[config.mk]
export PLATFORM = sky130hd
export DESIGN_NAME = uart_tx_arbiter
export DESIGN_NICKNAME = d
export VERILOG_FILES = /design/src/rtl/uart_pkg.sv /design/src/rtl/rr_arbiter.sv /design/src/rtl/uart_tx_arbiter.sv
export SDC_FILE = /design/constraint.sdc
export NUM_CORES = 1
export LEC_CHECK = 0
export BUFFER_PORTS_ARGS = -buffer_cell sky130_fd_sc_hd__buf_2
export CORE_ASPECT_RATIO = 0.9
export CORE_MARGIN = 8
export CORE_UTILIZATION = 52
export CTS_CLUSTER_DIAMETER = 200
export DETAILED_ROUTE_END_ITERATION = 8
export GPL_ROUTABILITY_DRIVEN = 0
export MAX_ROUTING_LAYER = met4
export PLACE_DENSITY = 0.95
export SYNTH_ARGS = -nofsm -noshare
export SYNTH_HDL_FRONTEND = slang
export SYNTH_HIERARCHICAL = 1
export SYNTH_SLANG_ARGS = --single-unit
[constraint.sdc]
create_clock -name clk -period 3.1 [get_ports clk]
set_clock_uncertainty 0.1 [all_clocks]
set_input_delay 0.62 -clock clk [delete_from_list [all_inputs] [get_ports clk]]
set_output_delay 0.62 -clock clk [all_outputs]
set_load 0.005 [all_outputs]
[src/rtl/uart_pkg.sv]
// Shared UART definitions: arbiter state encoding, serial frame constants
// and a small sizing helper used by the arbiter blocks.
package uart_pkg;

  typedef enum logic [1:0] {
    IDLE      = 2'd0,
    LAUNCH    = 2'd1,
    WAIT_BUSY = 2'd2,
    WAIT_DONE = 2'd3
  } arb_state_t;

  localparam logic        UART_START_BIT  = 1'b0;
  localparam logic        UART_STOP_BIT   = 1'b1;
  localparam int unsigned UART_DATA_BITS  = 8;
  localparam int unsigned UART_FRAME_BITS = UART_DATA_BITS + 2;

  // Width of an index into n items, never narrower than one bit.
  function automatic int unsigned idx_width(input int unsigned n);
    return (n > 1) ? $clog2(n) : 1;
  endfunction

endpackage

[src/rtl/rr_arbiter.sv]
// Combinational rotate-priority selector: the first asserted request found
// scanning upward from ptr (wrapping) wins.
module rr_arbiter
  import uart_pkg::*;
#(
  parameter  int unsigned N = 4,
  localparam int unsigned W = idx_width(N)
) (
  input  logic [N-1:0] req,
  input  logic [W-1:0] ptr,
  output logic [N-1:0] grant,
  output logic [W-1:0] grant_idx,
  output logic         any_req
);

  logic [2*N-1:0] doubled;
  logic [N-1:0]   rotated;
  logic           found;
  int unsigned    sum;

  // Rotate requests so ptr sits at bit 0, then take the lowest set bit.
  always_comb begin
    doubled   = {req, req} >> ptr;
    rotated   = doubled[N-1:0];
    found     = 1'b0;
    sum       = 0;
    grant_idx = '0;
    for (int unsigned i = 0; i < N; i++) begin
      if (!found && rotated[i]) begin
        found = 1'b1;
        sum   = 32'(ptr) + i;
        if (sum >= N) sum = sum - N;
        grant_idx = W'(sum);
      end
    end
    any_req = |req;
    grant   = any_req ? (N'(1) << grant_idx) : '0;
  end

endmodule

[src/rtl/uart_tx_arbiter.sv]
// Round-robin sharing of one UART transmitter between NUM_REQ byte sources.
// A grant launches one frame; the arbiter then follows tx_busy up and down
// before reporting completion or a launch timeout.
module uart_tx_arbiter
  import uart_pkg::*;
#(
  parameter  int unsigned NUM_REQ      = 4,
  parameter  int unsigned BUSY_TIMEOUT = 8,
  localparam int unsigned GNT_W        = idx_width(NUM_REQ)
) (
  input  logic                 clk,
  input  logic                 rst,
  input  logic                 arb_en,
  input  logic [NUM_REQ-1:0]   req_valid,
  input  logic [8*NUM_REQ-1:0] req_data,
  output logic [NUM_REQ-1:0]   req_ready,
  output logic                 tx_start,
  output logic [7:0]           tx_data,
  input  logic                 tx_busy,
  output logic [GNT_W-1:0]     grant_id,
  output logic                 frame_done,
  output logic                 timeout_err
);

  localparam int unsigned CNT_W = $clog2(BUSY_TIMEOUT) + 1;

  arb_state_t           state, state_n;
  logic [GNT_W-1:0]     rr_ptr, rr_ptr_n;
  logic [CNT_W-1:0]     cnt, cnt_n;
  logic [7:0]           tx_data_n;
  logic [GNT_W-1:0]     grant_id_n;
  logic                 tx_start_n, frame_done_n, timeout_err_n;
  logic [NUM_REQ-1:0]   req_ready_n;

  logic [NUM_REQ-1:0]   arb_grant;
  logic [GNT_W-1:0]     arb_idx;
  logic                 arb_any;
  logic [7:0]           sel_byte;

  rr_arbiter #(.N(NUM_REQ)) u_rr (
    .req       (req_valid),
    .ptr       (rr_ptr),
    .grant     (arb_grant),
    .grant_idx (arb_idx),
    .any_req   (arb_any)
  );

  // Byte belonging to the current arbitration winner.
  always_comb begin
    sel_byte = '0;
    for (int unsigned i = 0; i < NUM_REQ; i++) begin
      if (arb_grant[i]) sel_byte = req_data[i*8 +: 8];
    end
  end

  // Next-state and next-output decode; pulses default low each cycle.
  always_comb begin
    state_n       = state;
    rr_ptr_n      = rr_ptr;
    cnt_n         = cnt;
    tx_data_n     = tx_data;
    grant_id_n    = grant_id;
    tx_start_n    = 1'b0;
    req_ready_n   = '0;
    frame_done_n  = 1'b0;
    timeout_err_n = 1'b0;
    case (state)
      IDLE: begin
        if (arb_en && arb_any && !tx_busy) begin
          tx_start_n  = 1'b1;
          req_ready_n = arb_grant;
          tx_data_n   = sel_byte;
          grant_id_n  = arb_idx;
          rr_ptr_n    = (arb_idx == GNT_W'(NUM_REQ - 1)) ? '0 : arb_idx + GNT_W'(1);
          state_n     = LAUNCH;
        end
      end
      LAUNCH: begin
        cnt_n   = '0;
        state_n = WAIT_BUSY;
      end
      WAIT_BUSY: begin
        if (tx_busy) begin
          state_n = WAIT_DONE;
        end else begin
          // Pulse on the edge where the count becomes BUSY_TIMEOUT-1, which
          // lands the error exactly BUSY_TIMEOUT cycles after tx_start.
          cnt_n = cnt + CNT_W'(1);
          if (cnt == CNT_W'(BUSY_TIMEOUT - 2)) begin
            timeout_err_n = 1'b1;
            state_n       = IDLE;
          end
        end
      end
      WAIT_DONE: begin
        if (!tx_busy) begin
          frame_done_n = 1'b1;
          state_n      = IDLE;
        end
      end
      default: state_n = IDLE;
    endcase
  end

  // State register.
  always_ff @(posedge clk or posedge rst) begin
    if (rst) state <= IDLE;
    else     state <= state_n;
  end

  // Registered outputs, round-robin pointer and busy-rise counter.
  always_ff @(posedge clk or posedge rst) begin
    if (rst) begin
      rr_ptr      <= '0;
      cnt         <= '0;
      tx_data     <= '0;
      grant_id    <= '0;
      tx_start    <= 1'b0;
      req_ready   <= '0;
      frame_done  <= 1'b0;
      timeout_err <= 1'b0;
    end else begin
      rr_ptr      <= rr_ptr_n;
      cnt         <= cnt_n;
      tx_data     <= tx_data_n;
      grant_id    <= grant_id_n;
      tx_start    <= tx_start_n;
      req_ready   <= req_ready_n;
      frame_done  <= frame_done_n;
      timeout_err <= timeout_err_n;
    end
  end

endmodule

==> qor.txt <==
Worst-path clk slew: 0.13 ns
io pins: 57
Clock Path Buffers: 2
largest net degree at the start of global routing: 26
Fillers: 221
Tmin final: 2.13 ns
HPWL Detailed: 2930 um
first-pass GRT wire length: 6050 um
post-cts gate resize count: 0
ANT nets after route: 0
Final setup viols: 0
grt ovf: 0
Final nets: 261
relative slew slack: 39.0%
Num CTS Buffers: 3
post-CTS setup repair buffer count: 0
share of layout cells above drive strength 1: 31.3%
Port Buffer Count: 56
antenna violations before repair: 0
Ant. Diodes: 0
Max Cap Viol: 0
M1 GR Usage: 19.3%
TritonCTS clock tree: built
status: completed
# clock sinks: 25
Area Overhead vs Synth: 20.4%
CP Capture Type: flip-flop
sequential fraction of the synthesis area: 41.2%
Die Y: 67.3 um
final hold vios: 0
effective utilization at floorplan: 54.9%
critical path class: flip-flop to flip-flop
Peak VDD IR: 0.332 mV
clock latency on the worst-skew pair: 0.31 ns
Worst Setup Start Kind: flip-flop
Worst Hold Class: input port to async pin
Core ar.: 2770 um^2
max-slew violation count: 0
Synth Cell Area: 1520 um^2
Mean Syn Cell Area: 9.05 um^2
Clk Tree Root Cell: clkbuf_4
FF+latch count, synth: 25
number of synthesized flops with an enable pin: 0
Post-Route Utilization: 66.1%
DR DRC count: 0
Synth cell types: 38
routed len/inst: 14.5 um
crit share post-route: 68.8%
Leakage: 0.924 nW
Syn Inst Count: 168
Crit path required time: 3.21 ns
RSZ-0062 raised after global routing: no
most common cell after layout, fill and taps aside: buf_2
synthesized net count: 211
global-route total usage across every layer: 16.2%
Starting DRT DRC Count: 86
Crit path arrival time: 2.24 ns
most frequent cells in the layout: buf_2, dfrtp_1, a21oi_1, inv_1, nand2_1
H-tree Lvls: 1
DR vias: 1,432
Hold Buf Count CTS: 0
Yosys Warn Count: 6
vias in the first global route: 1,368
die area: 4910 um^2
Top Usage Layer GRT: met2
vias per cell: 5.57
Die Span X: 73.0 um
total iterations of the first detailed-routing run: 4
Setup TNS Final: 0 ns
met3 Use GR: 4.88%
FFs w/ async S/R, synth: 100%
Main synth FF type: dfrtp_1
grt met2 use: 25.0%
Pwr Density: 709 nW/um^2
Routed WL: 3740 um
row cnt: 18
Least-Margin Pin Slew: 0.915 ns
f_max: 469 MHz
crit path max fanout: 14
layout make-up:
| cell class | count | area, um^2 | area share, % |
|---|---|---|---|
| clock inverter | 1 | 5.00 | 0.273 |
| tap | 40 | 50.0 | 2.73 |
| timing repair buffer | 59 | 303 | 16.5 |
| clock buffer | 3 | 22.5 | 1.23 |
| inverter | 17 | 63.8 | 3.49 |
| multi-input combinational | 112 | 761 | 41.6 |
| sequential | 25 | 626 | 34.2 |
report_power, final:
group	internal, mW	total [mW]	switching (mW)
Clock	0.0482	0.142	0.0934
Sequential	0.438	0.567	0.128
Combinational	0.292	0.589	0.296
Total	0.779	1.30	0.518
cell usage after synthesis, types with 2 or more instances:
cell       count  area share, %
a21oi_1       20            6.6
a221o_1        8            5.3
a31oi_1        9            3.7
and3_1         4            1.6
buf_2          6            2.0
buf_4          2           0.99
clkbuf_1       4           0.99
dfrtp_1       25             41
ha_1           3            2.5
inv_1         17            4.2
mux2_1         4            3.0
mux2i_1        2            1.3
nand2_1       13            3.2
nand2b_1       5            2.1
nand3b_1       8            4.0
nor2_1         8            2.0
nor3_1         2           0.66
nor3b_1        2           0.99
o21ai_0        4            1.3
o22a_1         2            1.2
o22ai_1        2           0.82
o2bb2ai_1      2            1.2
cell families (layout without fill, tap and decap cells):
logic type	after synthesis	count (layout)	synth area share [%]
AO/OA/AOI/OAI	55	55	24.5
adder cells (fa/ha/maj)	3	3	2.47
AND/OR/NAND/NOR	48	48	18.4
flip-flops	25	25	41.2
multiplexers	6	6	4.28
buffers and inverters	31	80	9.13
worst paths after layout:
kind | from | to | slack (ns) | depth (start not counted)
max | state[1]$_DFFE_PP0P_ | rr_ptr[1]$_DFFE_PP0P_ | 0.97 | 4
min | rst | cnt[3]$_DFFE_PP0P_ | 0.38 | 2
max reg2reg | state[1]$_DFFE_PP0P_ | rr_ptr[1]$_DFFE_PP0P_ | 0.97 | 4
min reg2reg | grant_id[0]$_DFFE_PP0P_ | grant_id[0]$_DFFE_PP0P_ | 0.40 | 1
max in group asynchronous | rst | grant_id[1]$_DFFE_PP0P_ | 1.96 | 2
min in group clk | grant_id[0]$_DFFE_PP0P_ | grant_id[0]$_DFFE_PP0P_ | 0.40 | 1
flip-flops by register name (all words and copies together) (netlist names):
signal / flops
tx_data: 8
req_ready: 4
cnt: 4
state: 2
frame_done: 1
timeout_err: 1
grant_id: 2
rr_ptr: 2
tx_start: 1
per-layer routing:
layer  up-vias  part of all wire (%)
li1        697                     -
met1       654                    45
met2        79                    45
met3         2                   8.3
met4         0                  0.91
met5         -                     0
stage by stage:
step	power, mW	setup slack [ns]	area, um^2	hold WS [ns]	std cells
after CTS	1.31	0.950	1830	0.399	257
after detailed placement	1.16	0.693	1800	0.371	253
after global placement	1.14	0.759	1800	0.366	253
final	1.30	0.967	1830	0.381	257
after floorplan	0.968	1.01	1520	0.383	168
after global routing	1.40	0.820	1830	0.418	257
critical path: stages (launching register included):
cell,delay (ns)
dfrtp_1,0.56
nor4b_4,0.32
buf_4,0.20
and2_1,0.47
mux2_1,0.38
Note: power is estimated with default switching activity, not from simulation.
